## src/rtl/mem_stage.sv

```systemverilog
// mem_stage
//   Memory stage of the pipeline. Takes the mem_* register written by the
//   address/execute stage. Loads and stores go out on a req/ready data-memory
//   port. Store data is replicated into byte lanes. Load data is aligned and
//   then sign- or zero-extended. The stage stalls upstream until the access
//   completes or times out, and then writes the wb_* register. Non-memory ops
//   pass mem_alu_result through with one cycle of latency.
// Ports
//   clk, rst         clock; asynchronous active-high reset
//   mem_*            incoming pipeline register (held stable while mem_stall)
//   mem_stall        hold upstream
//   dmem_req/we/addr/wdata/be, dmem_ready/rdata   data-memory port
//   wb_*             outgoing pipeline register for writeback
// Parameters
//   TIMEOUT_CYCLES   max cycles dmem_req may stay unanswered (>=1)

`ifndef INST_OP_WIDTH
`define INST_OP_WIDTH      3
`define INST_OP_ALU        3'd0
`define INST_OP_LOAD       3'd1
`define INST_OP_STORE      3'd2
`endif
`ifndef DATA_SIZE_WIDTH
`define DATA_SIZE_WIDTH    2
`define DATA_SIZE_BYTE     2'd0
`define DATA_SIZE_HALF     2'd1
`define DATA_SIZE_WORD     2'd2
`endif
`ifndef EXTEND_TYPE_WIDTH
`define EXTEND_TYPE_WIDTH  1
`define EXTEND_ZERO        1'b0
`define EXTEND_SIGN        1'b1
`endif

module mem_stage #(
  parameter int TIMEOUT_CYCLES = 64
) (
  input  logic                          clk,
  input  logic                          rst,
  input  logic                          mem_valid,
  input  logic [4:0]                    mem_drnum,
  input  logic [15:0]                   mem_addr,
  input  logic [31:0]                   mem_alu_result,
  input  logic                          mem_reg_we,
  input  logic [`INST_OP_WIDTH-1:0]     mem_inst_op,
  input  logic [`DATA_SIZE_WIDTH-1:0]   mem_data_size,
  input  logic [`EXTEND_TYPE_WIDTH-1:0] mem_extend_type,
  output logic                          mem_stall,
  output logic                          dmem_req,
  output logic                          dmem_we,
  output logic [15:0]                   dmem_addr,
  output logic [31:0]                   dmem_wdata,
  output logic [3:0]                    dmem_be,
  input  logic                          dmem_ready,
  input  logic [31:0]                   dmem_rdata,
  output logic                          wb_valid,
  output logic [4:0]                    wb_drnum,
  output logic [31:0]                   wb_data,
  output logic                          wb_reg_we,
  output logic                          wb_misaligned,
  output logic                          wb_timeout
);

  localparam int CW = $clog2(TIMEOUT_CYCLES + 1);

  typedef enum logic {IDLE, WAIT} state_t;

  state_t        state_q, state_d;
  logic [CW-1:0] cnt_q, cnt_d;

  logic        is_load, is_store, ldst, aligned, access, abort, stall;
  logic [31:0] lane, load_data;

  logic        wb_valid_q, wb_valid_d;
  logic [4:0]  wb_drnum_q, wb_drnum_d;
  logic [31:0] wb_data_q, wb_data_d;
  logic        wb_reg_we_q, wb_reg_we_d;
  logic        wb_misaligned_q, wb_misaligned_d;
  logic        wb_timeout_q, wb_timeout_d;

  assign is_load  = mem_valid && (mem_inst_op == `INST_OP_LOAD);
  assign is_store = mem_valid && (mem_inst_op == `INST_OP_STORE);
  assign ldst     = is_load || is_store;

  always_comb begin
    aligned = 1'b0;
    case (mem_data_size)
      `DATA_SIZE_BYTE: aligned = 1'b1;
      `DATA_SIZE_HALF: aligned = ~mem_addr[0];
      `DATA_SIZE_WORD: aligned = (mem_addr[1:0] == 2'b00);
      default:         aligned = 1'b0;
    endcase
  end

  assign access = ldst && aligned;
  // cnt_q is 0 in the first request cycle, so with TIMEOUT_CYCLES=1 the
  // first cycle already aborts.
  assign abort  = access && !dmem_ready && (cnt_q == CW'(TIMEOUT_CYCLES - 1));
  assign stall  = access && !dmem_ready && !abort;

  // Reset gates the handshake outputs combinationally, so an access that is
  // in flight disappears from the bus as soon as rst rises.
  assign dmem_req  = access && !rst;
  assign mem_stall = stall && !rst;

  // Address and data fields come straight from mem_*. Upstream holds mem_*
  // while stalled, so the fields stay stable until ready.
  assign dmem_we   = (mem_inst_op == `INST_OP_STORE);
  assign dmem_addr = {mem_addr[15:2], 2'b00};

  always_comb begin
    dmem_be    = 4'b1111;
    dmem_wdata = mem_alu_result;
    if (dmem_we) begin
      case (mem_data_size)
        `DATA_SIZE_BYTE: begin
          dmem_be    = 4'b0001 << mem_addr[1:0];
          dmem_wdata = {4{mem_alu_result[7:0]}};
        end
        `DATA_SIZE_HALF: begin
          dmem_be    = mem_addr[1] ? 4'b1100 : 4'b0011;
          dmem_wdata = {2{mem_alu_result[15:0]}};
        end
        default: begin
          dmem_be    = 4'b1111;
          dmem_wdata = mem_alu_result;
        end
      endcase
    end
  end

  assign lane = dmem_rdata >> {mem_addr[1:0], 3'b000};

  always_comb begin
    load_data = lane;
    case (mem_data_size)
      `DATA_SIZE_BYTE: load_data = (mem_extend_type == `EXTEND_SIGN) ?
                                   {{24{lane[7]}}, lane[7:0]} : {24'b0, lane[7:0]};
      `DATA_SIZE_HALF: load_data = (mem_extend_type == `EXTEND_SIGN) ?
                                   {{16{lane[15]}}, lane[15:0]} : {16'b0, lane[15:0]};
      default:         load_data = lane;
    endcase
  end

  // Request tracking. Leaving WAIT for any reason clears the count, so every
  // new access starts again at 0.
  always_comb begin
    state_d = state_q;
    cnt_d   = cnt_q;
    case (state_q)
      IDLE: begin
        if (stall) begin
          state_d = WAIT;
          cnt_d   = CW'(1);
        end
      end
      WAIT: begin
        if (!stall) begin
          state_d = IDLE;
          cnt_d   = '0;
        end else begin
          cnt_d   = cnt_q + 1'b1;
        end
      end
      default: begin
        state_d = IDLE;
        cnt_d   = '0;
      end
    endcase
  end

  always_comb begin
    wb_valid_d      = wb_valid_q;
    wb_drnum_d      = wb_drnum_q;
    wb_data_d       = wb_data_q;
    wb_reg_we_d     = wb_reg_we_q;
    wb_misaligned_d = wb_misaligned_q;
    wb_timeout_d    = wb_timeout_q;
    if (stall) begin
      // Send a bubble to writeback. The other fields hold.
      wb_valid_d  = 1'b0;
      wb_reg_we_d = 1'b0;
    end else begin
      wb_valid_d      = mem_valid;
      wb_drnum_d      = mem_drnum;
      wb_data_d       = is_load ? load_data : mem_alu_result;
      wb_reg_we_d     = mem_valid && mem_reg_we && !(ldst && !aligned) &&
                        !abort && (mem_drnum != 5'd0);
      wb_misaligned_d = ldst && !aligned;
      wb_timeout_d    = abort;
    end
  end

  always_ff @(posedge clk or posedge rst) begin
    if (rst) begin
      state_q         <= IDLE;
      cnt_q           <= '0;
      wb_valid_q      <= 1'b0;
      wb_drnum_q      <= 5'd0;
      wb_data_q       <= 32'd0;
      wb_reg_we_q     <= 1'b0;
      wb_misaligned_q <= 1'b0;
      wb_timeout_q    <= 1'b0;
    end else begin
      state_q         <= state_d;
      cnt_q           <= cnt_d;
      wb_valid_q      <= wb_valid_d;
      wb_drnum_q      <= wb_drnum_d;
      wb_data_q       <= wb_data_d;
      wb_reg_we_q     <= wb_reg_we_d;
      wb_misaligned_q <= wb_misaligned_d;
      wb_timeout_q    <= wb_timeout_d;
    end
  end

  assign wb_valid      = wb_valid_q;
  assign wb_drnum      = wb_drnum_q;
  assign wb_data       = wb_data_q;
  assign wb_reg_we     = wb_reg_we_q;
  assign wb_misaligned = wb_misaligned_q;
  assign wb_timeout    = wb_timeout_q;

endmodule

```

## config.mk

```make
export PLATFORM = sky130hd
export DESIGN_NAME = mem_stage
export DESIGN_NICKNAME = d
export VERILOG_FILES = /design/src/rtl/mem_stage.sv
export SDC_FILE = /design/constraint.sdc
export NUM_CORES = 1
export LEC_CHECK = 0
export CORE_MARGIN = 2
export CORE_UTILIZATION = 25
export CTS_CLUSTER_DIAMETER = 40
export DETAILED_ROUTE_END_ITERATION = 8
export SLEW_MARGIN = 10
export SYNTH_ARGS = -nofsm -noshare
export SYNTH_HDL_FRONTEND = slang
export SYNTH_SLANG_ARGS = --single-unit
```

## constraint.sdc

```tcl
create_clock -name clk -period 5.6 [get_ports clk]
set_input_delay 1.4 -clock clk [delete_from_list [all_inputs] [get_ports clk]]
set_output_delay 1.4 -clock clk [all_outputs]
set_load 0.005 [all_outputs]
```

==> summary.txt <==
Detailed routing
  – Residual DRC: 0
  – DR vias/cell: 5.191
  – Wirelength per Cell: between 15 and 20 um
  – DR iter-0 viols: 230
  – Via count of the routed design: around 3800
  – Final WL: 14470 um
  – Detail Route Antenna Nets: 0
  – DR pass1 iterations: 5

Floorplanning
  – Die width: roughly 130 um
  – Core ar.: 0.01503 mm2
  – Rows: 45
  – Die area: 0.01625 mm2
  – Effective utilization at floorplan: 25.35%
  – I/O pin total: 192
  – Die height: 127.5 um

GRT
  – Vias in the first global route: 3661
  – Initial antenna violation count: 0
  – Largest net degree at the start of global routing: 50
  – First-pass GRT wire length: 21560 um
  – Overflow after GRT: 0
  – GRT Overall Usage: 17.27%

Critical path
  – Crit path depth: 7
  – Crit path max-delay cell type: clkdlybuf4s50_1
  – Cells along the critical path: clkdlybuf4s50_1, nor3b_1, nor2b_2, buf_4, nor2_1, a21oi_1, clkdlybuf4s50_1
  – Max incr delay on CP: around 0.57 ns
  – Cells on worst reg2reg path: 7
  – Req. time, crit path: approximately 4.2 ns
  – Crit path max-delay family: buffers and inverters
  – CP max FO: 28
  – CP Class: input port to output port
  – Nature of the critical path startpoint: input port
  – WP data arrival: 3.73 ns
  – Kind of end point of the critical path: output port
  – CP most frequent cell: clkdlybuf4s50_1
  – Buf+Inv Stages, Crit Path: 3

Clock network
  – Root Buffer: clkbuf_16
  – Worst skew pair latency: 0.30 ns
  – Cts repair resizes: 0
  – Clock tree buffer depth: 2
  – Clock sink count: 49
  – CTS tree: yes
  – Hold Buf Count CTS: 0
  – Setup Fix Bufs, Post-CTS: 0
  – H-tree depth: 2
  – Reg clk slew, reported paths: 0.07 ns
  – Clock buffer count from CTS: 5

STA
  – Worst Skew: 0.008934 ns
  – Fin. Hold Viols: 0
  – Fin crit period: slightly above 5 ns
  – Setup TNS: 0 ns
  – Actual slew at the worst max-slew pin: 1.173 ns
  – Slew headroom: between 20% and 30%
  – Max frequency: 195.0 MHz
  – Finish-stage setup viols: 0
  – Slew Viols, Final: 0
  – Final Cycle Share: between 90% and 100%
  – Final hold slack: 0.5041 ns
  – RSZ-0062 raised after global routing: false

Placed design
  – Post-detail-place hpwl: 11150 um
  – PortBufs: 161
  – RD Place Congestion: 0.8293
  – Post-DP Area: 0.005354 mm2

Run
  – Max cap viols: 0

Yosys
  – EDFF count, synth: 0
  – Yosys warns: 0
  – Mapped Cells: 418
  – Library cells used by synthesis: 50
  – Seq cells post-synth: 49
  – Syn Area/Cell: 9.118 um2
  – Main flop type after synthesis: dfrtp_1
  – Async SR Flop Fraction: 100.0%
  – Register area share after synthesis: 32.17%
  – Netlist Area Pre-Place: 0.003811 mm2

Cells and area
  – Syn-to-layout area delta: 44.65%
  – N_diodes: 0
  – Layout cells sized above 1: 12.27%
  – Layout Utilization: a little under two fifths
  – Final #Nets: between 600 and 700
  – Design Area, Final: ~0.0055 mm2

Power and ir drop
  – Maximum ir drop on the vdd rail: 120.9 uV
  – PwrDens: 183.6 mW/mm2
  – Leakage power: 2.140 nW

Min path
  – Hold crit path type: flip-flop to flip-flop
  – Worst Hold Path Cells: 2

Outcome
  – Status: completed
cell families (layout without fill, tap and decap cells):
logic type | Yosys count | in the layout | share of synthesized area [%]
adder cells (fa/ha/maj) | 1 | 1 | 0.3282
other | 1 | 2 | 0.09840
AND/OR/NAND/NOR | 129 | 129 | 17.17
AO/OA/AOI/OAI | 114 | 114 | 23.28
flip-flops | 49 | 49 | 32.17
multiplexers | 57 | 57 | 16.19
XOR/XNOR | 3 | 3 | 0.6896
buffers and inverters | 64 | 183 | 10.08
cell usage after synthesis, types with 3 or more instances:
cell type   n  share of area [%]
a21o_1      9                1.8
a21oi_1    33                4.3
a31oi_1    10                1.6
and2_1      3               0.49
buf_1       3               0.30
buf_2       9                1.2
buf_4      27                5.3
clkbuf_1   17                1.7
dfrtp_1    49                 32
inv_1       4               0.39
mux2_2     27                8.0
mux2i_1    29                7.6
nand2_1    23                2.3
nand2b_1    3               0.49
nand3_1    25                3.3
nor2_1     38                3.7
nor2b_1     5               0.82
nor3_1     15                2.0
o211ai_1   13                2.6
o21ai_0    13                1.7
o2bb2ai_1   7                1.6
o31ai_1    12                2.4
o31ai_4    10                5.6
flip-flops by register name, summed over array words and instances, names as in the netlist:
register,flops
cnt_q,7
state_q,1
wb_data,32
wb_drnum,5
wb_misaligned,1
wb_reg_we,1
wb_timeout,1
wb_valid,1
power breakdown:
group / switching, W / internal, W / leakage (nW)
Sequential: 0.0000168 / 0.000379 / 0.594
Combinational: 0.000128 / 0.000168 / 1.48
Clock: 0.000152 / 0.000169 / 0.0680
metrics by stage:
stage,setup WS [ns],std cells,total power [W]
3_3_place_gp,0.5658,717,0.0006943
3_5_place_dp,0.4908,717,0.0006986
2_1_floorplan,1.702,419,0.0005306
5_1_grt,0.3246,726,0.001058
4_1_cts,0.4749,725,0.001019
6_report,0.4731,726,0.001012
layer usage:
layer | up-vias | GRT usage, % | wire [um]
met4 | 0 | 6.206 | 423
met5 | - | 0 | 0
met1 | 1835 | 23.68 | 6252
met3 | 26 | 3.099 | 1016
met2 | 175 | 27.27 | 6778
li1 | 1733 | - | -
layout by cell type (no fill, tap or decap), types with 4 or more instances in the layout:
cell type        instances
a21oi_1                 33
a31oi_1                 10
o211ai_1                13
dfrtp_1                 49
nand3_1                 25
clkbuf_16                5
a21o_1                   9
nand2_1                 23
nor2b_1                  4
nor3_1                  15
mux2i_1                 29
clkdlybuf4s50_1        160
mux2_2                  27
nor2_1                  38
o2bb2ai_1                7
o21ai_0                 13
o31ai_4                 10
o31ai_1                 12
buf_4                    9
worst register-to-register path: stages, from the launching register on:
cell and delay (ns):
dfrtp_1 0.41, ha_1 0.25, nand3_2 0.12, or3_1 0.11
buf_4 0.33, nand2_8 0.17, inv_2 0.69, mux2_2 0.42
layout make-up:
class | count | area, um2
repair buffers | 170 | 1674
inverters | 5 | 18.77
clock inverters | 3 | 26.28
fillers | 1508 | 9520
clock buffers | 5 | 125.1
flip-flops and latches | 49 | 1226
well taps | 188 | 235.2
multi-input cells | 306 | 2207
worst paths after layout:
kind	from	end	slack [ns]
setup / recovery	mem_inst_op[1]	dmem_wdata[30]	0.47
hold / removal	wb_data[8]	wb_data[8]	0.50
setup reg to reg	cnt_q[0]	wb_drnum[0]	2.98
hold reg to reg	wb_data[8]	wb_data[8]	0.50
max in group asynchronous	rst	wb_data[4]	3.18
min in group asynchronous	rst	wb_valid	1.76
Note: power is estimated with default switching activity, not from simulation.
